**config.mk**
```make
export PLATFORM = sky130hd
export DESIGN_NAME = tap_delay_line
export DESIGN_NICKNAME = d
export VERILOG_FILES = /design/src/rtl/tdl_pkg.sv /design/src/rtl/tdl_tap_mux.sv /design/src/rtl/tap_delay_line.sv
export SDC_FILE = /design/constraint.sdc
export NUM_CORES = 1
export LEC_CHECK = 0
export BUFFER_PORTS_ARGS = -buffer_cell sky130_fd_sc_hd__buf_2
export CAP_MARGIN = 20
export CELL_PAD_IN_SITES_DETAIL_PLACEMENT = 0
export CELL_PAD_IN_SITES_GLOBAL_PLACEMENT = 1
export CORE_MARGIN = 5
export CORE_UTILIZATION = 52
export DETAILED_ROUTE_END_ITERATION = 16
export PLACE_DENSITY = 0.85
export SLEW_MARGIN = 20
export SYNTH_ARGS = -nofsm -noshare
export SYNTH_HDL_FRONTEND = slang
export SYNTH_SLANG_ARGS = --single-unit
```
**constraint.sdc**
```tcl
create_clock -name clk -period 4.4 [get_ports clk]
set_input_delay 0.88 -clock clk [delete_from_list [all_inputs] [get_ports clk]]
set_output_delay 0.88 -clock clk [all_outputs]
set_load 0.02 [all_outputs]
```
**src/rtl/tdl_pkg.sv**
```systemverilog
// Shared constants and helpers for the tap delay line.
package tdl_pkg;

  localparam int DEFAULT_WIDTH = 8;
  localparam int DEFAULT_DEPTH = 16;

  // Ceiling log2, usable in parameter expressions.
  function automatic int clog2(input int value);
    int r;
    r = 0;
    while ((1 << r) < value) r = r + 1;
    return r;
  endfunction

endpackage

```
**src/rtl/tdl_tap_mux.sv**
```systemverilog
// Selects one stage of the delay line as the tap output.
module tdl_tap_mux
  import tdl_pkg::*;
#(
  parameter int WIDTH = DEFAULT_WIDTH,
  parameter int DEPTH = DEFAULT_DEPTH,
  localparam int SEL_W = clog2(DEPTH)
) (
  input  logic [DEPTH-1:0][WIDTH-1:0] stages,
  input  logic [SEL_W-1:0]            sel,
  output logic [WIDTH-1:0]            tap
);

  // DEPTH is a power of two, so every sel value addresses a real stage.
  assign tap = stages[sel];

endmodule

```
**src/rtl/tap_delay_line.sv**
```systemverilog
// Programmable tap delay line: DEPTH-stage shift register with a selectable
// tap, recirculation, flush and a saturating fill counter.
module tap_delay_line
  import tdl_pkg::*;
#(
  parameter int WIDTH = DEFAULT_WIDTH,
  parameter int DEPTH = DEFAULT_DEPTH,
  localparam int SEL_W = clog2(DEPTH),
  localparam int CNT_W = SEL_W + 1
) (
  input  logic             clk,
  input  logic             reset,
  input  logic             in_valid,
  input  logic [WIDTH-1:0] in_data,
  input  logic [SEL_W-1:0] delay_sel,
  input  logic             recirc,
  input  logic             flush,
  output logic [WIDTH-1:0] out_data,
  output logic             out_valid,
  output logic             out_stb,
  output logic [CNT_W-1:0] fill_count
);

  // Handshake: in_valid is a pure strobe with no backpressure; every cycle it
  // is high (and flush is low) one sample is taken. out_stb pulses for one
  // cycle whenever a new valid sample lands on the selected tap.

  logic [DEPTH-1:0][WIDTH-1:0] stage;
  logic [WIDTH-1:0]            tap;
  logic [WIDTH-1:0]            new_sample;
  logic [CNT_W-1:0]            fill_next;

  tdl_tap_mux #(
    .WIDTH (WIDTH),
    .DEPTH (DEPTH)
  ) u_tap_mux (
    .stages (stage),
    .sel    (delay_sel),
    .tap    (tap)
  );

  assign out_data  = tap;
  assign out_valid = fill_count > {1'b0, delay_sel};

  // Recirculation reuses the current tap and adds no new history.
  always_comb begin
    new_sample = in_data;
    fill_next  = fill_count;
    if (recirc) begin
      new_sample = tap;
    end else if (fill_count != CNT_W'(DEPTH)) begin
      fill_next = fill_count + CNT_W'(1);
    end
  end

  always_ff @(posedge clk) begin
    if (reset || flush) begin
      stage      <= '0;
      fill_count <= '0;
      out_stb    <= 1'b0;
    end else if (in_valid) begin
      stage      <= {stage[DEPTH-2:0], new_sample};
      fill_count <= fill_next;
      out_stb    <= fill_next > {1'b0, delay_sel};
    end else begin
      out_stb    <= 1'b0;
    end
  end

endmodule

```
==> impl_metrics.tcl, run 1 <==
set metrics [dict create \
    synth_fp_nets 630 \
    cp_top_family "buffers and inverters" \
    numCtsBuffers 17 \
    dp_cells 745 \
    hold_class "reg -> reg" \
    vias 4401 \
    ys_seq_area_frac 0.433 \
    root_buffer "clkbuf_16" \
    pwr-share-seq 0.427 \
    globalplace.congestion 0.780 \
    crit_required_ns 3.52 \
    final_core_util 0.607 \
    startpoint_type "input pin" \
    synth.avg_cell_area_sq_um 10.3 \
    die_h_um 119 \
    path_buf_inv 3 \
    postCtsHoldBufs 0 \
    slew_violations 0 \
    finalSetupTns_ns 0 \
    worst_path_max_delay_cell "buf_2" \
    placed_area_sq_um 6380 \
    area_delta_synth_final_pct 13.4 \
    slew_headroom 0.513 \
    synth_edf_count 0 \
    pre_cts_ws_ns 0.953 \
    synth_area_leader_cell "dfxtp_1" \
    totalPowerFinal_mw 2.87 \
    synth.most_common_cell "mux2i_1" \
    holdWs_ns 0.488 \
    p_int_mw 2.22 \
    cts_buffer_depth 2 \
    drt.antenna.violating_nets 0 \
    firstDrtPassIters 4 \
    io_pins 32 \
    clock-sinks 134 \
    num_rows 39 \
    power.leakage_nw 2.93 \
    cts_tree "built" \
    post-dp-hpwl_um 8070 \
    drive_above_1_share 0.161 \
    worstPathMaxFanout 20 \
    layout.cells.non_filler 779 \
    skew_ns 0.00661 \
    cpPeakStageDelay_ns 0.50 \
    synthTopCellsByCount "mux2i_1 (149), nor2_1 (141), dfxtp_1 (134), clkbuf_1 (18), buf_2 (16)" \
    p_per_area_nw_per_um2 408 \
    drt_iter0_markers 255 \
    period_share 0.782 \
    status "finished clean" \
    post_cts_resized 0 \
    rsz0062_at_grt "false" \
    grt_max_degree 105 \
    die_area_sq_um 14200 \
    grt_pass1_vias 4401 \
    finalNetCount 649 \
    hold_viol 0 \
    async_flop_share 0 \
    yosys_most_used_dff "dfxtp_1" \
    syn_area_sq_um 6190 \
    setup_viol 0 \
    ir_drop_mv 0.373 \
    cp_common_cell "buf_2" \
    fmax_ghz 0.291 \
    initial_core_util 0.535 \
    hold_path_end "stage[127]$_SDFFE_PP0P_" \
    drc_errors 0 \
    synth.distinct_cells 40 \
    cp_num_cells 7 \
    p_comb_frac 0.069 \
    clk_pin_slew_ns 0.05 \
    yosysTopAreaCellShare 0.433 \
    ff2ff_path_depth 10 \
    htree_num_levels 4 \
    final.setup.worst_slack_ns 0.959 \
    cap_viol_max_count 0 \
    synth_seq_cells 134 \
    stdcell_area_sq_um 7020 \
    worstHoldPathCells 2 \
    p_switching_mw 0.651 \
    core_sq_um 11600 \
    min_period_ns 3.44 \
    synthCells 603 \
    routed_wl_um 12900 \
    path_class "in -> out" \
    viasPerCell 5.65 \
    r2r-start "fill_count[0]$_SDFFE_PP0P_" \
    antenna_found_initial 0 \
    reg2reg_to "out_stb$_SDFF_PP0_" \
    grt_first_pass_wirelength_um 21900 \
    synth_warnings 0 \
    cp-end-kind "primary output" \
    io_buffer_count 31 \
    pwr-share-clk 0.504 \
    clk_latency_ns 0.42 \
    yosys-top-cells-area "dfxtp_1 (43%), mux2i_1 (24%), nor2_1 (8.6%)" \
    grt.total_usage 0.191 \
    grt_remaining_overflow 0 \
    wl_per_cell_um 16.6 \
    post_cts_buffers 0 \
    dieWidth_um 119 \
    swShare 0.227 \
    r2r_slack_ns 1.88 \
    worstPathCellList "buf_2 > buf_4 > mux2i_1 > a221oi_1 > o21ai_1 > o21ai_2 > buf_2" \
    worstPathArrival_ns 2.56 \
    worst_pin_slew_ns 0.730 \
    hold_path.startpoint "stage[127]$_SDFFE_PP0P_" \
]
-- cells in the final DEF, fill, tap and decap left out, types with 2 or more instances in the layout --
| cell | Yosys | routed |
|---|---|---|
| mux2i_1 | 149 | 149 |
| nor2_1 | 141 | 141 |
| dfxtp_1 | 134 | 134 |
| buf_2 | 16 | 30 |
| clkbuf_16 | 0 | 17 |
| mux4_2 | 15 | 15 |
| inv_1 | 13 | 13 |
| buf_4 | 0 | 12 |
| o21ai_0 | 11 | 11 |
| o21a_1 | 10 | 10 |
| ha_1 | 10 | 10 |
| o22ai_1 | 8 | 8 |
| a221o_1 | 7 | 7 |
| a221oi_1 | 7 | 7 |
| o21ai_1 | 7 | 7 |
| o21ai_2 | 7 | 7 |
| nand2_1 | 7 | 7 |
| xnor2_1 | 4 | 4 |
| clkinvlp_4 | 0 | 4 |
| nor2b_1 | 3 | 3 |
| mux4_1 | 3 | 3 |
| a21oi_1 | 3 | 3 |
| bufinv_16 | 0 | 3 |
| clkinv_2 | 0 | 3 |
| clkinv_1 | 2 | 2 |
| nand2b_1 | 2 | 2 |
| xor2_1 | 2 | 2 |
| nand4_1 | 2 | 2 |
| clkbuf_8 | 0 | 2 |
| clkinv_4 | 0 | 2 |
-- worst max path at each step --
stage	endpoint	slack [ns]	from
after floorplan	out_valid	1.31	delay_sel[1]
after global placement	out_data[2]	0.99	delay_sel[0]
after detailed placement	out_data[6]	0.95	delay_sel[2]
after CTS	out_data[6]	0.96	delay_sel[2]
after global routing	out_data[0]	0.83	delay_sel[2]
final	out_data[0]	0.96	delay_sel[2]
-- state kept, by name, summed over array words and instances, names as in the netlist --
name / cells
out_stb: 1
stage: 128
fill_count: 5
-- layout make-up --
type	instances	area, sq um
fill	972	4550
antenna	1	2.50
inverter	15	56.3
multi-input combinational	410	3210
timing repair buffer	44	279
clock buffer	20	457
clock inverter	12	153
sequential	134	2680
tap	143	179
-- power groups by stage --
stage	Sequential (mW)	Combinational [mW]	Clock (mW)
after floorplan	1.25	0.154	0
after global placement	1.25	0.194	0
after detailed placement	1.25	0.196	0
after CTS	1.22	0.197	1.48
after global routing	1.22	0.215	1.53
final	1.22	0.199	1.44
-- cell families after synthesis --
family / Yosys count / synth area share
muxes: 168 / 0.310
and+or+nand+nor: 163 / 0.107
DFF: 134 / 0.433
AOI/OAI and AO/OA: 63 / 0.0728
buffers and inverters: 59 / 0.0483
adders and majority gates: 10 / 0.0202
xor gates and xnor gates: 6 / 0.00849
-- tightest hold or removal path, delay by kind of cell, from the launching register on --
| family | cells | cell delay (ns) |
|---|---|---|
| flops | 1 | 0.32 |
| mux | 1 | 0.06 |
| simple gates | 1 | 0.07 |
-- routing by layer --
layer	vias to the layer above	track usage	wire length [um]	part of all wire
met4	0	0.0630	115	0.0089
met3	11	0.0521	674	0.052
met5	-	0	0	0
met1	2156	0.259	6160	0.48
met2	77	0.295	5950	0.46
li1	2157	-	-	-
Note: power is estimated with default switching activity, not from simulation.
==> run 2: changes to the inputs <==
--- a/config.mk
+++ b/config.mk
@@ -10,9 +10,9 @@
 export CELL_PAD_IN_SITES_DETAIL_PLACEMENT = 0
 export CELL_PAD_IN_SITES_GLOBAL_PLACEMENT = 1
 export CORE_MARGIN = 5
-export CORE_UTILIZATION = 52
+export CORE_UTILIZATION = 44
 export DETAILED_ROUTE_END_ITERATION = 16
-export PLACE_DENSITY = 0.85
+export PLACE_DENSITY = 0.77
 export SLEW_MARGIN = 20
 export SYNTH_ARGS = -nofsm -noshare
 export SYNTH_HDL_FRONTEND = slang
==> constraint.sdc (replaced) <==
create_clock -name clk -period 3.1 [get_ports clk]
set_input_delay 0.62 -clock clk [delete_from_list [all_inputs] [get_ports clk]]
set_output_delay 0.62 -clock clk [all_outputs]
set_load 0.02 [all_outputs]
==> run 2 against run 1 <==
Net effect:
- wire length is 3.4% higher
- global-route usage is 2.1 points lower
- final area is 0.98% higher
- final cell count is 5.0% higher
- worst hold slack better by 0.0036 ns
- sequential cell count stayed put
- largest cell class unchanged
==> impl_metrics.tcl, run 2 (synthesized netlist as in run 1, its figures left out) <==
set metrics [dict create \
    fmax_ghz 0.361 \
    r2r-start "fill_count[1]$_SDFFE_PP0P_" \
    vias 4379 \
    die_area_sq_um 16500 \
    pre_cts_ws_ns 0.318 \
    cp-end-kind "primary output" \
    initial_core_util 0.448 \
    finalSetupTns_ns 0 \
    grt_remaining_overflow 0 \
    n_antenna_cell 0 \
    clk_latency_ns 0.42 \
    cts_tree "built" \
    largest_register_ffs 128 \
    slew_violations 0 \
    dieWidth_um 129 \
    numCtsBuffers 17 \
    post-dp-hpwl_um 8690 \
    power.leakage_nw 2.95 \
    holdWs_ns 0.491 \
    drc_errors 0 \
    post_cts_buffers 0 \
    r2r_slack_ns 0.59 \
    rsz0062_at_grt "false" \
    routed_wl_um 13300 \
    totalPowerFinal_mw 4.02 \
    hold_path.startpoint "stage[127]$_SDFFE_PP0P_" \
    viasPerCell 5.35 \
    clock-sinks 134 \
    post_cts_resized 0 \
    worstPathMaxFanout 14 \
    status "finished clean" \
    antenna_found_initial 0 \
    startpoint_type "input pin" \
    die_h_um 129 \
    regMostFlops "stage" \
    drt.antenna.violating_nets 0 \
    ff2ff_path_depth 9 \
    dp_cells 786 \
    io_pins 32 \
    period_share 0.894 \
    mostFrequentLayoutCells "mux2i_1 (149), nor2_1 (141), dfxtp_1 (134)" \
    slew_headroom 0.335 \
    globalplace.congestion 0.765 \
    wl_per_cell_um 16.3 \
    min_period_ns 2.77 \
    top_regs "stage (128), fill_count (5), out_stb (1)" \
    grt_first_pass_wirelength_um 22300 \
    drive_above_1_share 0.166 \
    ir_drop_mv 0.371 \
    path_class "in -> out" \
    layout.cells.non_filler 818 \
    clk_pin_slew_ns 0.06 \
    hold_path_end "stage[127]$_SDFFE_PP0P_" \
    p_per_area_nw_per_um2 567 \
    grt.total_usage 0.170 \
    hold_class "reg -> reg" \
    core_sq_um 13800 \
    root_buffer "clkbuf_16" \
    drt_iter0_markers 309 \
    worstHoldPathCells 2 \
    grt_pass1_vias 4423 \
    worstPathArrival_ns 2.15 \
    htree_num_levels 4 \
    grt_max_degree 91 \
    crit_required_ns 2.48 \
    final_common_cell "mux2i_1" \
    io_buffer_count 31 \
    skew_ns 0.00829 \
    firstDrtPassIters 4 \
    worst_pin_slew_ns 0.997 \
    finalNetCount 652 \
    area_delta_synth_final_pct 14.5 \
    postCtsHoldBufs 0 \
    num_rows 43 \
    cts_buffer_depth 2 \
    reg2reg_to "out_stb$_SDFF_PP0_" \
    cap_viol_max_count 0 \
    setup_viol 0 \
    final.setup.worst_slack_ns 0.327 \
    hold_viol 0 \
]
-- run 2: cell types whose count changed in the layout (fill, tap and decap cells not counted), sizes merged --
cell | before | now
buf | 44 | 47
clkinv | 7 | 8
bufinv | 3 | 2
diode | 1 | 0
-- run 2: per-stage QoR --
| step | area, sq um | utilization |
|---|---|---|
| after floorplan | 6190 | - |
| after global placement | 6490 | 0.470 |
| after detailed placement | 6490 | 0.470 |
| after CTS | 7090 | 0.513 |
| after global routing | 7090 | 0.513 |
| final | 7090 | 0.513 |
-- run 2: worst max-delay path: stages --
cell,delay (ns)
buf_2,0.24
nor2b_2,0.67
a221oi_1,0.20
o21ai_1,0.15
o21ai_2,0.10
buf_2,0.17
-- run 2: area by class of cell --
type                    count  area (sq um)
repair buffers             47           319
clock buffers              20           467
inverters                  15          56.3
flip-flops and latches    134          2680
fillers                  1249          6740
multi-input cells         410          3210
well taps                 180           225
clock inverters            12           128
-- run 2: power breakdown --
group	internal, mW	switching [mW]	leakage [nW]	total, mW
registers	1.73	0.00658	1.08	1.74
clock network	1.24	0.753	0.284	2.00
logic	0.115	0.174	1.59	0.289
total	3.09	0.934	2.95	4.02
-- run 2: how the worst max path moves through the flow --
stage	start	end	depth (start not counted)
after floorplan	delay_sel[1]	out_valid	8
after CTS	delay_sel[0]	out_data[5]	6
after global routing	delay_sel[0]	out_data[1]	6
after global placement	delay_sel[0]	out_data[5]	6
final	delay_sel[0]	out_data[5]	6
after detailed placement	delay_sel[0]	out_data[5]	6
-- run 2: metal layers --
layer  part of all wire  GRT usage  routed length (um)  vias to the layer above
met3              0.038     0.0403                 510                       16
met2               0.45      0.259                6020                       84
met1               0.50      0.233                6600                     2122
li1                   -          -                   -                     2157
met4              0.015     0.0679                 201                        0
met5                  0          0                   0                        -
==> run 3: changes to the inputs <==
--- a/config.mk
+++ b/config.mk
@@ -5,14 +5,15 @@
 export SDC_FILE = /design/constraint.sdc
 export NUM_CORES = 1
 export LEC_CHECK = 0
+export ABC_AREA = 1
 export BUFFER_PORTS_ARGS = -buffer_cell sky130_fd_sc_hd__buf_2
 export CAP_MARGIN = 20
 export CELL_PAD_IN_SITES_DETAIL_PLACEMENT = 0
 export CELL_PAD_IN_SITES_GLOBAL_PLACEMENT = 1
 export CORE_MARGIN = 5
-export CORE_UTILIZATION = 44
+export CORE_UTILIZATION = 40
 export DETAILED_ROUTE_END_ITERATION = 16
-export PLACE_DENSITY = 0.77
+export PLACE_DENSITY = 0.76
 export SLEW_MARGIN = 20
 export SYNTH_ARGS = -nofsm -noshare
 export SYNTH_HDL_FRONTEND = slang
==> run 3 against run 2 <==
Net effect:
- sequential cell count is the same
- die area grew 11%
- sequential power grew 4%
- core utilization decreased by 5.4 points
- total power up 10%
- wire length increased by 17%
- clock skew fell by 0.0026 ns
- first-iteration DRC count up 12%
- critical path depth grew 2
- non-clock buffer count shrank 4
- register-to-register slack improved by 0.61 ns
- clock-buffer cell count unchanged
==> impl_metrics.tcl, run 3 <==
set metrics [dict create \
    cp_top_family "buffers and inverters" \
    min_period_ns 2.54 \
    hold_path.startpoint "stage[55]$_SDFFE_PP0P_" \
    startpoint_type "input pin" \
    final.setup.worst_slack_ns 0.563 \
    synth_area_leader_cell "dfxtp_1" \
    post_cts_resized 0 \
    multi_input_area_sq_um 2860 \
    synth_warnings 0 \
    reg2reg_to "out_stb$_SDFF_PP0_" \
    path_buf_inv 3 \
    synthCells 905 \
    post_cts_buffers 0 \
    n_antenna_cell 0 \
    finalSetupTns_ns 0 \
    drt.antenna.violating_nets 0 \
    finalNetCount 924 \
    root_buffer "clkbuf_16" \
    synthTopCellsByCount "nand2_1 (163), o21ai_0 (152), dfxtp_1 (134), a21oi_1 (129), inv_1 (109)" \
    fmax_ghz 0.394 \
    p_int_mw 3.33 \
    synth.most_common_cell "nand2_1" \
    syn_area_sq_um 6320 \
    postCtsHoldBufs 0 \
    worstPathMaxFanout 32 \
    synth_edf_count 0 \
    top_regs "stage (128), fill_count (5), out_stb (1)" \
    yosys_most_used_dff "dfxtp_1" \
    grt_remaining_overflow 0 \
    skew_ns 0.00571 \
    post-dp-hpwl_um 9180 \
    path_class "in -> out" \
    rsz0062_at_grt "false" \
    worst_pin_slew_ns 0.698 \
    cts_tree "built" \
    hold_class "reg -> reg" \
    clock-sinks 134 \
    initial_core_util 0.402 \
    grt_first_pass_wirelength_um 26200 \
    busiest_layer "met2" \
    synth.distinct_cells 25 \
    die_h_um 136 \
    drc_errors 0 \
    numCtsBuffers 17 \
    p_switching_mw 1.10 \
    final_core_util 0.458 \
    grt_use_met2 0.286 \
    area_delta_synth_final_pct 14.0 \
    synth_seq_cells 134 \
    worstPathArrival_ns 1.92 \
    ff2ff_path_depth 9 \
    cap_viol_max_count 0 \
    n_fill_cell 1664 \
    firstDrtPassIters 5 \
    worst_path_max_delay_cell "inv_2" \
    crit_required_ns 2.48 \
    drt_iter0_markers 345 \
    grt.total_usage 0.180 \
    regArea_sq_um 2680 \
    num_rows 46 \
    mostFrequentLayoutCells "nand2_1 (163), o21ai_0 (152), dfxtp_1 (134)" \
    grt_util_met3 0.0427 \
    r2r-start "fill_count[0]$_SDFFE_PP0P_" \
    synth_fp_nets 932 \
    pre_cts_ws_ns 0.537 \
    regMostFlops "stage" \
    io_pins 32 \
    slew_violations 0 \
    grt_max_degree 193 \
    die_area_sq_um 18400 \
    status "finished clean" \
    pwr-share-clk 0.494 \
    wl_per_cell_um 13.9 \
    clk_pin_slew_ns 0.06 \
    p_per_area_nw_per_um2 615 \
    htree_num_levels 4 \
    setup_viol 0 \
    use_met1 0.238 \
    viasPerCell 4.96 \
    routed_wl_um 15600 \
    vias 5587 \
    swShare 0.249 \
    p_comb_frac 0.098 \
    dieWidth_um 136 \
    yosys-top-cells-area "dfxtp_1 (42%), o21ai_0 (12%), a21oi_1 (10%)" \
    ir_drop_mv 0.415 \
    drive_above_1_share 0.101 \
    synth.avg_cell_area_sq_um 6.98 \
    core_sq_um 15700 \
    hold_viol 0 \
    grt_pass1_vias 5274 \
    hold_path_end "stage[63]$_SDFFE_PP0P_" \
    clk_latency_ns 0.42 \
    cts_buffer_depth 2 \
    final_common_cell "nand2_1" \
    largest_register_ffs 128 \
    r2r_slack_ns 1.20 \
    cp_common_cell "nand3_1" \
    cpPeakStageDelay_ns 0.48 \
    yosysTopAreaCellShare 0.425 \
    pwr-share-seq 0.408 \
    slew_headroom 0.535 \
    power.leakage_nw 2.84 \
    worstPathCellList "buf_2 > inv_2 > nand2_1 > nand3_1 > nand3_1 > nand3_1 > nand2_1 > buf_2" \
    globalplace.congestion 0.731 \
    worstHoldPathCells 2 \
    io_buffer_count 31 \
    async_flop_share 0 \
    cp-end-kind "primary output" \
    period_share 0.818 \
    antenna_found_initial 0 \
    holdWs_ns 0.464 \
    ys_seq_area_frac 0.425 \
]
==> run 3: changes by cell type in the layout (fill, tap and decap cells not counted), moves of 84 or more <==
cell     delta
nand3_1    +84
o21ai_0   +141
inv_1      +95
nor2_1    -121
nand2_1   +156
a21oi_1   +126
mux2i_1   -149
==> run 3: final cells by class <==
cell class              instances  area share
well taps                     216      0.0375
flip-flops and latches        134       0.372
repair buffers                 43      0.0448
multi-input cells             588       0.397
inverters                     113      0.0589
clock buffers                  20      0.0648
clock inverters                12      0.0243
==> run 3: worst max path at each step <==
stage | start | to | slack, ns | cells after the start
after global placement | delay_sel[0] | out_data[2] | 0.54 | 8
after global routing | delay_sel[0] | out_data[5] | 0.41 | 8
after floorplan | delay_sel[2] | out_valid | 0.68 | 8
final | delay_sel[0] | out_data[2] | 0.56 | 8
after detailed placement | delay_sel[0] | out_data[2] | 0.54 | 8
after CTS | delay_sel[0] | out_data[2] | 0.53 | 8
==> run 3: routing by layer <==
| layer | vias to the layer above | share of wire |
|---|---|---|
| met5 | - | 0 |
| met2 | 79 | 0.45 |
| met4 | 0 | 0.023 |
| met3 | 31 | 0.033 |
| li1 | 2949 | - |
| met1 | 2528 | 0.49 |
==> run 3: power groups by stage <==
stage / registers [mW] / clock network [mW] / logic [mW]
after floorplan: 1.84 / 0 / 0.322
final: 1.81 / 2.19 / 0.434
after global placement: 1.85 / 0 / 0.438
after detailed placement: 1.85 / 0 / 0.439
after CTS: 1.81 / 2.24 / 0.441
after global routing: 1.82 / 2.31 / 0.496
==> run 3: per-stage QoR <==
stage          cells  instance area [sq um]  power, mW
2_1_floorplan    905                   6320       2.17
3_3_place_gp    1094                   6560       2.28
3_5_place_dp    1094                   6560       2.29
4_1_cts         1126                   7200       4.49
5_1_grt         1126                   7200       4.62
6_report        1126                   7200       4.43
==> run 3: logic make-up after synthesis <==
family	Yosys count	share of synthesized area
buf+inv	183	0.124
compound gates	298	0.241
simple gates	278	0.188
flops	134	0.425
xor+xnor	2	0.00277
fa+ha+maj	10	0.0198
==> run 3: worst reg2reg max path: cells and delay by family, from the launching register on <==
kind                       cells  cell delay (ns)
DFF                            1             0.44
and+or+nand+nor                2             0.11
adders and majority gates      2             0.62
buffers and inverters          1             0.12
AOI/OAI and AO/OA              4             0.49
